$ cat config.mk
export PLATFORM = sky130hd
export DESIGN_NAME = simon64_128_key_unschedule
export DESIGN_NICKNAME = d
export VERILOG_FILES = /design/src/rtl/simon64_128_key_unschedule.sv
export SDC_FILE = /design/constraint.sdc
export NUM_CORES = 1
export LEC_CHECK = 0
export ABC_CLOCK_PERIOD_IN_PS = 2160
export CAP_MARGIN = 20
export CORE_ASPECT_RATIO = 0.5
export CORE_UTILIZATION = 35
export DETAILED_ROUTE_END_ITERATION = 7
export GPL_TIMING_DRIVEN = 0
export PLACE_DENSITY_LB_ADDON = 0.3
export SKIP_LAST_GASP = 1
export SLEW_MARGIN = 25
export SYNTH_ARGS = -nofsm -noshare
export SYNTH_HDL_FRONTEND = slang
export SYNTH_SLANG_ARGS = --single-unit
$ cat constraint.sdc
create_clock -name clk -period 2.16 [get_ports clk]
set_input_delay 0.324 -clock clk [delete_from_list [all_inputs] [get_ports clk]]
set_output_delay 0.324 -clock clk [all_outputs]
set_load 0.05 [all_outputs]
$ cat src/rtl/simon64_128_key_unschedule.sv
// SIMON64/128 reverse round-key generator: expands forward to k40..k43,
// then emits k43..k0 over a valid/ready handshake using the inverse recurrence.
// Ports: clk, rst (sync, active-high), key_in[127:0], key_load,
//        busy, rk_out[31:0], rk_idx[5:0], rk_valid, rk_ready, done,
//        load_err (only when SIMON_KS_RESTART_EN is defined).
// Macro SIMON_KS_RESTART_EN: key_load while busy aborts and reloads.
module simon64_128_key_unschedule #(
    parameter int                WIDTH   = 32,
    parameter int                ROUNDS  = 44,
    parameter logic [WIDTH-1:0]  C_CONST = 32'hFFFF_FFFC,
    parameter logic [63:0]       Z_SEQ   = 64'hFC2C_E512_07A6_35DB
) (
    input  logic               clk,
    input  logic               rst,
    input  logic [4*WIDTH-1:0] key_in,
    input  logic               key_load,
    output logic               busy,
    output logic [WIDTH-1:0]   rk_out,
    output logic [5:0]         rk_idx,
    output logic               rk_valid,
    input  logic               rk_ready,
    output logic               done
`ifdef SIMON_KS_RESTART_EN
    ,
    output logic               load_err
`endif
);

    typedef enum logic [1:0] {
        IDLE   = 2'd0,
        EXPAND = 2'd1,
        UNROLL = 2'd2
    } state_t;

    localparam logic [5:0] LAST_CNT = 6'(ROUNDS - 5);
    localparam logic [5:0] LAST_IDX = 6'(ROUNDS - 1);

    state_t           state;
    state_t           state_next;
    logic [WIDTH-1:0] w0, w1, w2, w3;
    logic [5:0]       cnt;
    logic [5:0]       idx;
    logic [5:0]       idx_m4;
    logic [WIDTH-1:0] fwd_new;
    logic [WIDTH-1:0] bwd_prev;
    logic             xfer;
    logic             load_acc;

    function automatic logic [WIDTH-1:0] ror(
        input logic [WIDTH-1:0] x,
        input int               r
    );
        return (x >> r) | (x << (WIDTH - r));
    endfunction

    function automatic logic [WIDTH-1:0] f_mix(input logic [WIDTH-1:0] x);
        return x ^ ror(x, 1);
    endfunction

    // Forward step yields k[i+4]; backward step recovers k[idx-4] from
    // the window k[idx-3..idx] by solving the same recurrence for k[i].
    always_comb begin
        idx_m4   = idx - 6'd4;
        fwd_new  = C_CONST ^ {{(WIDTH-1){1'b0}}, Z_SEQ[cnt]}
                 ^ w0 ^ f_mix(ror(w3, 3) ^ w1);
        bwd_prev = w3 ^ C_CONST ^ {{(WIDTH-1){1'b0}}, Z_SEQ[idx_m4]}
                 ^ f_mix(ror(w2, 3) ^ w0);
    end

    // A load is taken from IDLE always; with restart enabled it also
    // preempts a running schedule.
    always_comb begin
`ifdef SIMON_KS_RESTART_EN
        load_acc = key_load;
`else
        load_acc = key_load && (state == IDLE);
`endif
    end

    assign xfer = rk_valid & rk_ready;

    always_ff @(posedge clk) begin
        if (rst) begin
            state <= IDLE;
        end else begin
            state <= state_next;
        end
    end

    always_comb begin
        state_next = state;
        if (load_acc) begin
            state_next = EXPAND;
        end else begin
            case (state)
                IDLE:    state_next = IDLE;
                EXPAND:  if (cnt == LAST_CNT) state_next = UNROLL;
                UNROLL:  if (xfer && idx == 6'd0) state_next = IDLE;
                default: state_next = IDLE;
            endcase
        end
    end

    always_comb begin
        busy     = (state != IDLE);
        rk_valid = (state == UNROLL);
        rk_out   = rk_valid ? w3 : '0;
        rk_idx   = rk_valid ? idx : 6'd0;
    end

    always_ff @(posedge clk) begin
        if (rst) begin
            w0   <= '0;
            w1   <= '0;
            w2   <= '0;
            w3   <= '0;
            cnt  <= '0;
            idx  <= '0;
            done <= 1'b0;
`ifdef SIMON_KS_RESTART_EN
            load_err <= 1'b0;
`endif
        end else begin
            done <= 1'b0;
`ifdef SIMON_KS_RESTART_EN
            load_err <= 1'b0;
`endif
            if (load_acc) begin
                w0  <= key_in[WIDTH-1:0];
                w1  <= key_in[2*WIDTH-1:WIDTH];
                w2  <= key_in[3*WIDTH-1:2*WIDTH];
                w3  <= key_in[4*WIDTH-1:3*WIDTH];
                cnt <= '0;
`ifdef SIMON_KS_RESTART_EN
                load_err <= (state != IDLE);
`endif
            end else begin
                case (state)
                    EXPAND: begin
                        w0  <= w1;
                        w1  <= w2;
                        w2  <= w3;
                        w3  <= fwd_new;
                        cnt <= cnt + 6'd1;
                        if (cnt == LAST_CNT) idx <= LAST_IDX;
                    end
                    UNROLL: begin
                        if (xfer) begin
                            if (idx == 6'd0) begin
                                done <= 1'b1;
                            end else begin
                                w3  <= w2;
                                w2  <= w1;
                                w1  <= w0;
                                // below idx 4 the bottom slot is never read again
                                if (idx >= 6'd4) w0 <= bwd_prev;
                                idx <= idx - 6'd1;
                            end
                        end
                    end
                    default: ;
                endcase
            end
        end
    end

endmodule

==> results of run 1 <==
per-stage QoR:
stage	setup TNS (ns)	power, mW	std cells	worst slack, ns	util (%)
after floorplan	0	5.56	1339	0.00179	-
after global placement	-130.18	6.47	1892	-1.44	43.7
after CTS	-1.12	9.47	1949	-0.0676	48.3
final	-0.717	9.68	1964	-0.0495	50.3
after global routing	-3.44	10.1	1964	-0.127	50.3
after detailed placement	-129.43	6.47	1892	-1.43	43.7
state kept, by name (all words and copies together) (netlist names), named ones only:
| signal | cells |
|---|---|
| done | 1 |
| state | 2 |
| w1 | 32 |
| w3 | 32 |
| w0 | 32 |
| cnt | 6 |
| w2 | 32 |
| idx | 6 |
how the worst max path moves through the flow:
| stage | to | slack, ns | cells after the start |
|---|---|---|---|
| after floorplan | rk_idx[4] | 0.002 | 7 |
| after global placement | rk_out[14] | -1.44 | 9 |
| after detailed placement | rk_out[19] | -1.43 | 9 |
| after CTS | rk_out[19] | -0.07 | 9 |
| after global routing | flop | -0.13 | 10 |
| final | rk_out[19] | -0.05 | 8 |
cell usage in the layout, fill, tap and decap left out, types with 23 or more instances in the layout:
cell and n:
a21oi_1 102, clkdlybuf4s50_1 131, o211ai_1 70, nand2_1 208, clkbuf_1 41, xnor2_1 178, nor3_1 33, buf_8 23
buf_4 49, dfxtp_1 136, nand3_1 70, nor2_1 128, clkbuf_16 24, a211oi_1 109
report_power, final:
part	internal, mW	switching [mW]	leakage [nW]	total, mW
logic	1.69	1.61	3.56	3.30
clock network	1.75	1.20	0.281	2.96
registers	2.93	0.497	1.19	3.42
total	6.37	3.31	5.03	9.68
kinds of logic (layout without fill, tap and decap cells):
logic type	after synthesis	count (layout)
buffers and inverters	124	367
AO/OA/AOI/OAI	330	330
XOR/XNOR	196	196
AND/OR/NAND/NOR	531	531
multiplexers	2	2
adder cells (fa/ha/maj)	12	12
flip-flops	144	144
final cells by class:
class	instances	area (um^2)	share of cell area (%)
buffer	106	800	5.73
clock buffer	25	515	3.69
clock inverter	5	52.6	0.376
inverter	14	75.1	0.538
multi-input combinational	1071	6880	49.3
sequential	144	2910	20.8
tap	382	478	3.42
timing repair buffer	217	2250	16.1
what timing repair did:
action,4_1_cts,5_1_grt
gates resized for setup,421,110
hold endpoints to repair,0,0
endpoints found under the setup margin,172,169
cloned,3,4
pin swaps,4,48
setup buffers,24,15
worst register-to-register path: cells and delay by family, from the launching register on:
kind	cells	cell delay, ns
DFF	1	0.39
buffers and inverters	3	0.41
adders and majority gates	1	0.15
AOI/OAI and AO/OA	2	0.42
and+or+nand+nor	4	0.71
routing by layer:
layer  share of wire (%)  routed length [um]
met1                  43               17600
met2                  45               18200
met3                 8.5                3490
met4                 3.8                1550
met5                   0                   0
==> results.md, run 1 <==
* Row Count at 43
* Area of the die at 29000 um^2
* Worst hold-check slack at 0.330 ns
* Port Buf Inserts at 171
* Share of Yosys cell area claimed by the top area cell type at 29.1%
* Post-synth ARST share at 0%
* Yosys warnings at 0
* Area Overhead vs Synth at 40.9%
* EDFF count, synth at 0
* Die X-Extent at 240 um
* Crit start category: flop
* DP Area at 12100 um^2
* Routed wire length at 40900 um
* Post-synthesis compound-gate area fraction at 22.7%
* CTS Root Cell: clkbuf_16
* Syn Inst Count at 1339
* Post-synthesis mux area share at 0.341%
* # setup viols final at 23
* Min cycle time layout at 2.21 ns
* CP max FO at 7
* Worst setup margin at -0.0495 ns
* R2R depth at 10
* GRT Overall Usage at 27.3%
* First-pass GRT wire length at 60000 um
* Fin crit share at 102%
* WHS Endpoint: cnt[1]$_SDFFE_PP0N_
* MaxCap Viol Count at 0
* Crit-path most repeated cell: buf_8
* Adder-Cell Fraction of Synth Area at 1.51%
* Worst path top cell family by delay: buffers and inverters
* Clock-pin slew on the worst setup and hold paths at 0.06 ns
* Met2 Usage GRT at 42.4%
* Routed Antenna Nets at 0
* WP data required at 1.84 ns
* Register area share after synthesis at 29.1%
* Inserted Clock Buffers at 17
* DIE HEIGHT at 121 um
* CTS tree: yes
* Static Leak at 5.03 nW
* Reg-to-reg startpoint: idx[1]$_SDFFE_PP0P_
* Post-synthesis simple-gate area fraction at 24.0%
* I/O Pins at 173
* Slack of the worst reg-to-reg path at -0.01 ns
* Power Density at 693 nW/um^2
* Synth unique cells at 63
* XOR/XNOR Fraction of Synth Area at 17.3%
* Hold/Removal Path Class: in -> reg
* ANT cells at 0
* Worst setup EP type: primary output
* H-tree depth at 4
* FF-to-FF End: w0[4]$_SDFFE_PP0P_
* Min-delay src: rst
* Synth Cell Area at 9910 um^2
* Post-synth top flop: dfxtp_1
* FF+latch count, synth at 144
* Final hold violation count at 0
* Synth top cells by count: nand2_1 (209), xnor2_1 (178), dfxtp_1 (144)
* GP Congestion at 0.931
* Fin area at 14000 um^2
* Largest net degree at the start of global routing at 17
* CP max-delay cell: dfxtp_2
* Clock Latency Late Sink at 0.44 ns
* Slowest cell delay on critical path at 0.32 ns
* Setup CP Type: reg -> out
* Met3 Use GR at 5.44%
* Drt initial violations at 1320
* GR met1 Demand/Resource at 37.5%
* Worst VDD drop at 590 uV
* Pins Over Slew Limit at 0
* Vias in the first global route at 10.1k
* CTS Buffer Depth at 2
* DRC viols at 0
* Post-layout nets at 1715
* Hold Buf Count CTS at 0
* Status: finished, violations left
* Clk_skew at 0.0111 ns
* Crit path buf inv count at 6
* Syn nets at 1483
* Mean post-synth cell area at 7.40 um^2
* Leading area contributor after synthesis: dfxtp_1
* Failing checks: negative setup slack
* Placeable Area at 27800 um^2
* Share of layout cells above drive strength 1 at 17.6%
* Crit path DAT at 1.89 ns
* Area contributors post-synth: dfxtp_1 (29%), xnor2_1 (16%), a211oi_1 (9.2%), nand2_1 (7.9%), o211ai_1 (5.3%)
* Starting Density at 35.7%
* Crit path launch: state[0]$_SDFFE_PP0P_
* Router iterations before antenna repair at 7
* Unrepaired setup endpoints after global routing: true
* Cell Chain, Critical Path: buf_6, nand2b_4, inv_8, buf_8, buf_12, clkbuf_16, and2_4, buf_8
* Hold path depth at 2
* Max Clk Rate at 453 MHz
* Measured slew at the worst slew-check pin at 0.917 ns
* Count leader, synth: nand2_1
* Congestion Overflow GR at 0
* Largest family of logic cells by synthesized area: simple AND/OR/NAND/NOR gates
* Via/cell ratio at 5.60
* Max transition margin at 38.9%
* Via Count at 11.0k
* GRT busiest layer: met2
* Sink Count at 144
* Fillcell total at 2703
* Avg WL per Cell at 20.8 um
* Dpl hpwl at 28900 um
* Initial antenna violation count at 0
(Power assumes the default switching activity.)
==> run 2, diff against run 1 <==
Settings changed: PLACE_DENSITY set to 0.62, PLACE_DENSITY_LB_ADDON 0.3 to not set.
==> run 2 against run 1 <==
Against the previous run: the flow still finishes with violations (negative setup slack); clock skew barely moved; clock power barely moved; critical path depth rose by 3; combinational power rose by 2%.
==> results.md, run 2 (synthesis results as in run 1) <==
* Cell Chain, Critical Path: inv_6, ha_4, and4bb_2, nor3b_4, buf_6, nor2_4, a31oi_4, buf_12, clkbuf_16, nor2_1, a211oi_2
* H-tree depth at 4
* Sw Share at 34.6%
* Starting Density at 35.7%
* Dpl hpwl at 30200 um
* Failing checks: negative setup slack
* Inst Count DP at 1892
* Reg-to-reg startpoint: idx[0]$_SDFFE_PP0P_
* Measured slew at the worst slew-check pin at 0.882 ns
* Crit path launch: idx[0]$_SDFFE_PP0P_
* Switching power at 3.36 mW
* Hold Buf Count CTS at 0
* Internal Pwr Total at 6.35 mW
* Min cycle time layout at 2.22 ns
* Hold/Removal Path Class: in -> reg
* CTS tree: yes
* Post-layout nets at 1719
* Gate power share at 34.5%
* Slowest cell delay on critical path at 0.39 ns
* Drt initial violations at 1373
* MaxCap Viol Count at 0
* Largest net degree at the start of global routing at 17
* Final hold violation count at 0
* Area of the die at 29000 um^2
* Most frequent cells in the layout: nand2_1 (208), xnor2_1 (178), dfxtp_1 (137)
* I/O Pins at 173
* ANT cells at 0
* Share of layout cells above drive strength 1 at 17.3%
* Avg WL per Cell at 21.4 um
* Cell Count, Final, Fillers Out at 1969
* Sink Count at 144
* Power Density at 693 nW/um^2
* Worst setup margin at -0.0630 ns
* Clk_skew at 0.0109 ns
* Worst VDD drop at 624 uV
* Clock network fraction of design power at 30.2%
* WP data required at 2.53 ns
* CP max-delay cell: dfxtp_4
* Area Overhead vs Synth at 41.4%
* Inserted Clock Buffers at 17
* CP max FO at 8
* Max Clk Rate at 450 MHz
* Clock Latency Late Sink at 0.46 ns
* Port Buf Inserts at 171
* # setup viols final at 29
* Congestion Overflow GR at 0
* Via/cell ratio at 5.66
* Status: finished, violations left
* CTS Root Cell: clkbuf_16
* Sequential power share at 35.3%
* Final Util at 50.5%
* Setup CP Type: reg -> reg
* Routed Antenna Nets at 0
* Fin crit share at 103%
* Setup TNS at -0.685 ns
* Row Count at 43
* GP Congestion at 0.960
* Routed wire length at 42200 um
* Placeable Area at 27800 um^2
* Die X-Extent at 240 um
* CTS Buffer Depth at 2
* Crit path DAT at 2.60 ns
* Via Count at 11.2k
* Initial antenna violation count at 0
* Most common cell after layout, fill and taps aside: nand2_1
* Clock-pin slew on the worst setup and hold paths at 0.06 ns
* Pins Over Slew Limit at 0
* Min-delay src: rst
* DIE HEIGHT at 121 um
* First-pass GRT wire length at 62500 um
* Worst hold-check slack at 0.357 ns
* DRC viols at 0
* Static Leak at 5.07 nW
* Max transition margin at 41.2%
* GRT Overall Usage at 28.4%
* Crit start category: flop
* Unrepaired setup endpoints after global routing: true
* Worst setup EP type: flop
* Vias in the first global route at 10.7k
* Router iterations before antenna repair at 6
-- run 2: changes by cell type in the layout (fill, tap and decap cells not counted), sizes merged --
cell    change
buf         +2
clkbuf      +3
-- run 2: worst max-delay path, delay by kind of cell, from the launching register on --
family	cells	cell delay [ns]
flip-flops	1	0.39
AND/OR/NAND/NOR	4	0.59
AO/OA/AOI/OAI	2	0.45
adder cells (fa/ha/maj)	1	0.15
buffers and inverters	4	0.56
-- run 2: metal layers --
metal	vias up	track usage (%)	routed length, um
met5	-	0	0
met2	605	44.7	19000
met1	5307	38.7	18100
met3	99	4.30	3710
met4	0	11.7	1410
li1	5142	-	-
-- run 2: layout make-up --
type                    count  area, um^2
repair buffers            221        2350
clock buffers              26         509
fillers                  2708       13700
plain buffers             106         781
flip-flops and latches    144        2910
inverters                  14        77.6
clock inverters             5        52.6
multi-input cells        1071        6870
well taps                 382         478
-- run 2: stage by stage --
stage                     area [um^2]  power (mW)  setup WS (ns)
after global routing            14000        10.1         -0.122
after global placement          12100        6.46          -1.41
final                           14000        9.71        -0.0630
after floorplan                  9950        5.56        0.00179
after detailed placement        12100        6.50          -1.46
after CTS                       13500        9.49        -0.0680
-- run 2: what timing repair did --
item | 4_1_cts | 5_1_grt
endpoints found under the setup margin | 173 | 170
pin swaps | 11 | 59
resized for setup | 437 | 106
setup buffers | 26 | 16
cloned | 2 | 7
-- run 2: worst paths after layout --
kind                          to  slack (ns)  cells after the start
min reg2reg  w1[26]$_SDFFE_PP0P_        0.51                      2
max          w0[23]$_SDFFE_PP0P_       -0.06                     11
max reg2reg  w0[23]$_SDFFE_PP0P_       -0.06                     11
min          cnt[1]$_SDFFE_PP0N_        0.36                      2
-- run 2: power by group through the flow --
stage	Clock, mW	Combinational [mW]	Sequential [mW]
final	2.93	3.35	3.43
after global routing	3.05	3.61	3.45
after CTS	2.93	3.16	3.40
after detailed placement	0	3.05	3.46
after global placement	0	3.00	3.46
after floorplan	0	2.29	3.27
==> run 3, diff against run 2 <==
Settings changed: CORE_MARGIN set to 2.
==> run 3 against run 2 <==
Against the previous run: the run still ends with negative setup slack left; critical path type unchanged; global-route usage shrank 0.84 points; critical path depth did not move; critical endpoint is now w0[24]$_SDFFE_PP0P_; flip-flop and latch count did not move; combinational power hardly changed.
==> results.md, run 3 (synthesis results as in run 1) <==
* Starting Density at 35.7%
* Setup CP Type: reg -> reg
* Routed wire length at 42200 um
* Fin area at 14200 um^2
* Routed Antenna Nets at 0
* Worst VDD drop at 646 uV
* Measured slew at the worst slew-check pin at 0.923 ns
* Status: finished, violations left
* Tot Pwr at 10.0 mW
* Most common cell after layout, fill and taps aside: nand2_1
* Row Count at 43
* Clock network fraction of design power at 32.5%
* Slack of the worst reg-to-reg path at -0.12 ns
* Fin crit share at 106%
* Hold/Removal Path Class: in -> reg
* # setup viols final at 39
* Via/cell ratio at 5.61
* Max Clk Rate at 438 MHz
* Routed met1 length at 18300 um
* Sink Count at 144
* Worst slack at placement at -1.44 ns
* Sw Share at 34.0%
* H-tree depth at 4
* Pins Over Slew Limit at 0
* Post-layout nets at 1721
* Failing checks: negative setup slack
* I/O Pins at 173
* CP max FO at 8
* Drt initial violations at 1258
* Final hold violation count at 0
* Vias in the first global route at 10.6k
* DP Area at 12100 um^2
* Most frequent cells in the layout: nand2_1 (208), xnor2_1 (178), dfxtp_1 (136)
* Avg WL per Cell at 21.4 um
* Clock-pin slew on the worst setup and hold paths at 0.06 ns
* Max transition margin at 38.5%
* Top sig layer: met4
* GP Congestion at 0.937
* ANT cells at 0
* MaxCap Viol Count at 0
* Worst setup margin at -0.121 ns
* Area of the die at 29800 um^2
* Met3 Wirelength at 3110 um
* Internal Pwr Total at 6.63 mW
* Dpl hpwl at 30300 um
* Share of layout cells above drive strength 1 at 19.3%
* GRT Overall Usage at 27.5%
* Gate power share at 33.3%
* Crit start category: flop
* First-pass GRT wire length at 62500 um
* Inserted Clock Buffers at 17
* Met2 routed WL at 19100 um
* Crit path DAT at 2.65 ns
* Switching power at 3.41 mW
* Power Density at 707 nW/um^2
* CTS Root Cell: clkbuf_16
* Die X-Extent at 242 um
* Port Buf Inserts at 171
* Sequential power share at 34.2%
* Via Count at 11.1k
* DRC viols at 0
* CTS Buffer Depth at 2
* Initial antenna violation count at 0
* Area Overhead vs Synth at 43.3%
* Unrepaired setup endpoints after global routing: true
* Static Leak at 5.06 nW
* CTS tree: yes
* Congestion Overflow GR at 0
* Largest net degree at the start of global routing at 17
* Min cycle time layout at 2.28 ns
* Final Util at 51.2%
* Router iterations before antenna repair at 5
* Clock Latency Late Sink at 0.45 ns
* WP data required at 2.52 ns
* DIE HEIGHT at 123 um
* Worst setup EP type: flop
* Clk_skew at 0.00763 ns
* Placeable Area at 27800 um^2
run 3: changes by cell type in the layout (fill, tap and decap cells not counted), moves of 6 or more:
cell,before,now
buf_4,57,51
clkbuf_2,23,13
nor2_1,133,113
buf_8,30,24
a211oi_2,14,23
buf_6,12,23
nor2_2,3,17
a211oi_1,108,99
nor2_4,1,7
run 3: metal layers:
| layer | global-route usage, % | vias to the layer above |
|---|---|---|
| li1 | - | 5132 |
| met1 | 36.0 | 5333 |
| met2 | 44.0 | 493 |
| met3 | 5.82 | 99 |
| met4 | 12.7 | 0 |
| met5 | 0 | - |
run 3: worst paths after layout:
path / from / endpoint / cells past startpoint
min reg2reg: w1[16]$_SDFFE_PP0P_ / w1[16]$_SDFFE_PP0P_ / 2
max reg2reg: idx[3]$_SDFFE_PP0P_ / w0[24]$_SDFFE_PP0P_ / 11
min: rst / cnt[1]$_SDFFE_PP0N_ / 3
max: idx[3]$_SDFFE_PP0P_ / w0[24]$_SDFFE_PP0P_ / 11
run 3: layout make-up:
class | instances | area [um^2]
tap | 382 | 478
buffer | 107 | 756
inverter | 14 | 80.1
timing repair buffer | 222 | 2310
clock buffer | 20 | 467
multi-input combinational | 1071 | 7050
sequential | 144 | 2900
fill | 2670 | 13600
clock inverter | 11 | 161
run 3: power groups by stage:
stage / sequential, mW / clock (mW) / combinational [mW]
floorplan: 3.27 / 0 / 2.29
global placement: 3.46 / 0 / 3.00
detailed placement: 3.46 / 0 / 3.04
CTS: 3.41 / 3.26 / 3.17
global route: 3.46 / 3.39 / 3.62
finish: 3.44 / 3.26 / 3.35
run 3: worst max-delay path: stages, from the launching register on:
cell,delay (ns)
dfxtp_2,0.36
inv_4,0.06
ha_4,0.16
and4bb_2,0.26
nor3b_4,0.31
buf_6,0.15
nor2_4,0.06
a31oi_4,0.21
buf_12,0.20
clkbuf_16,0.17
nor2_2,0.04
a211oi_1,0.21
run 3: timing repair:
item                                    CTS  global route
hold buffers                              0             0
buffers inserted                         24            23
pin swaps                                19            42
gates cloned                              3             4
resized for setup                       433           130
endpoints found under the setup margin  172           165
run 3: stage by stage:
step | instances | TNS [ns] | hold slack [ns]
finish | 1971 | -1.52 | 0.469
global route | 1971 | -4.78 | 0.504
CTS | 1949 | -1.66 | 0.380
detailed placement | 1892 | -131.06 | 0.496
global placement | 1892 | -128.90 | 0.491
floorplan | 1339 | 0 | 0.466
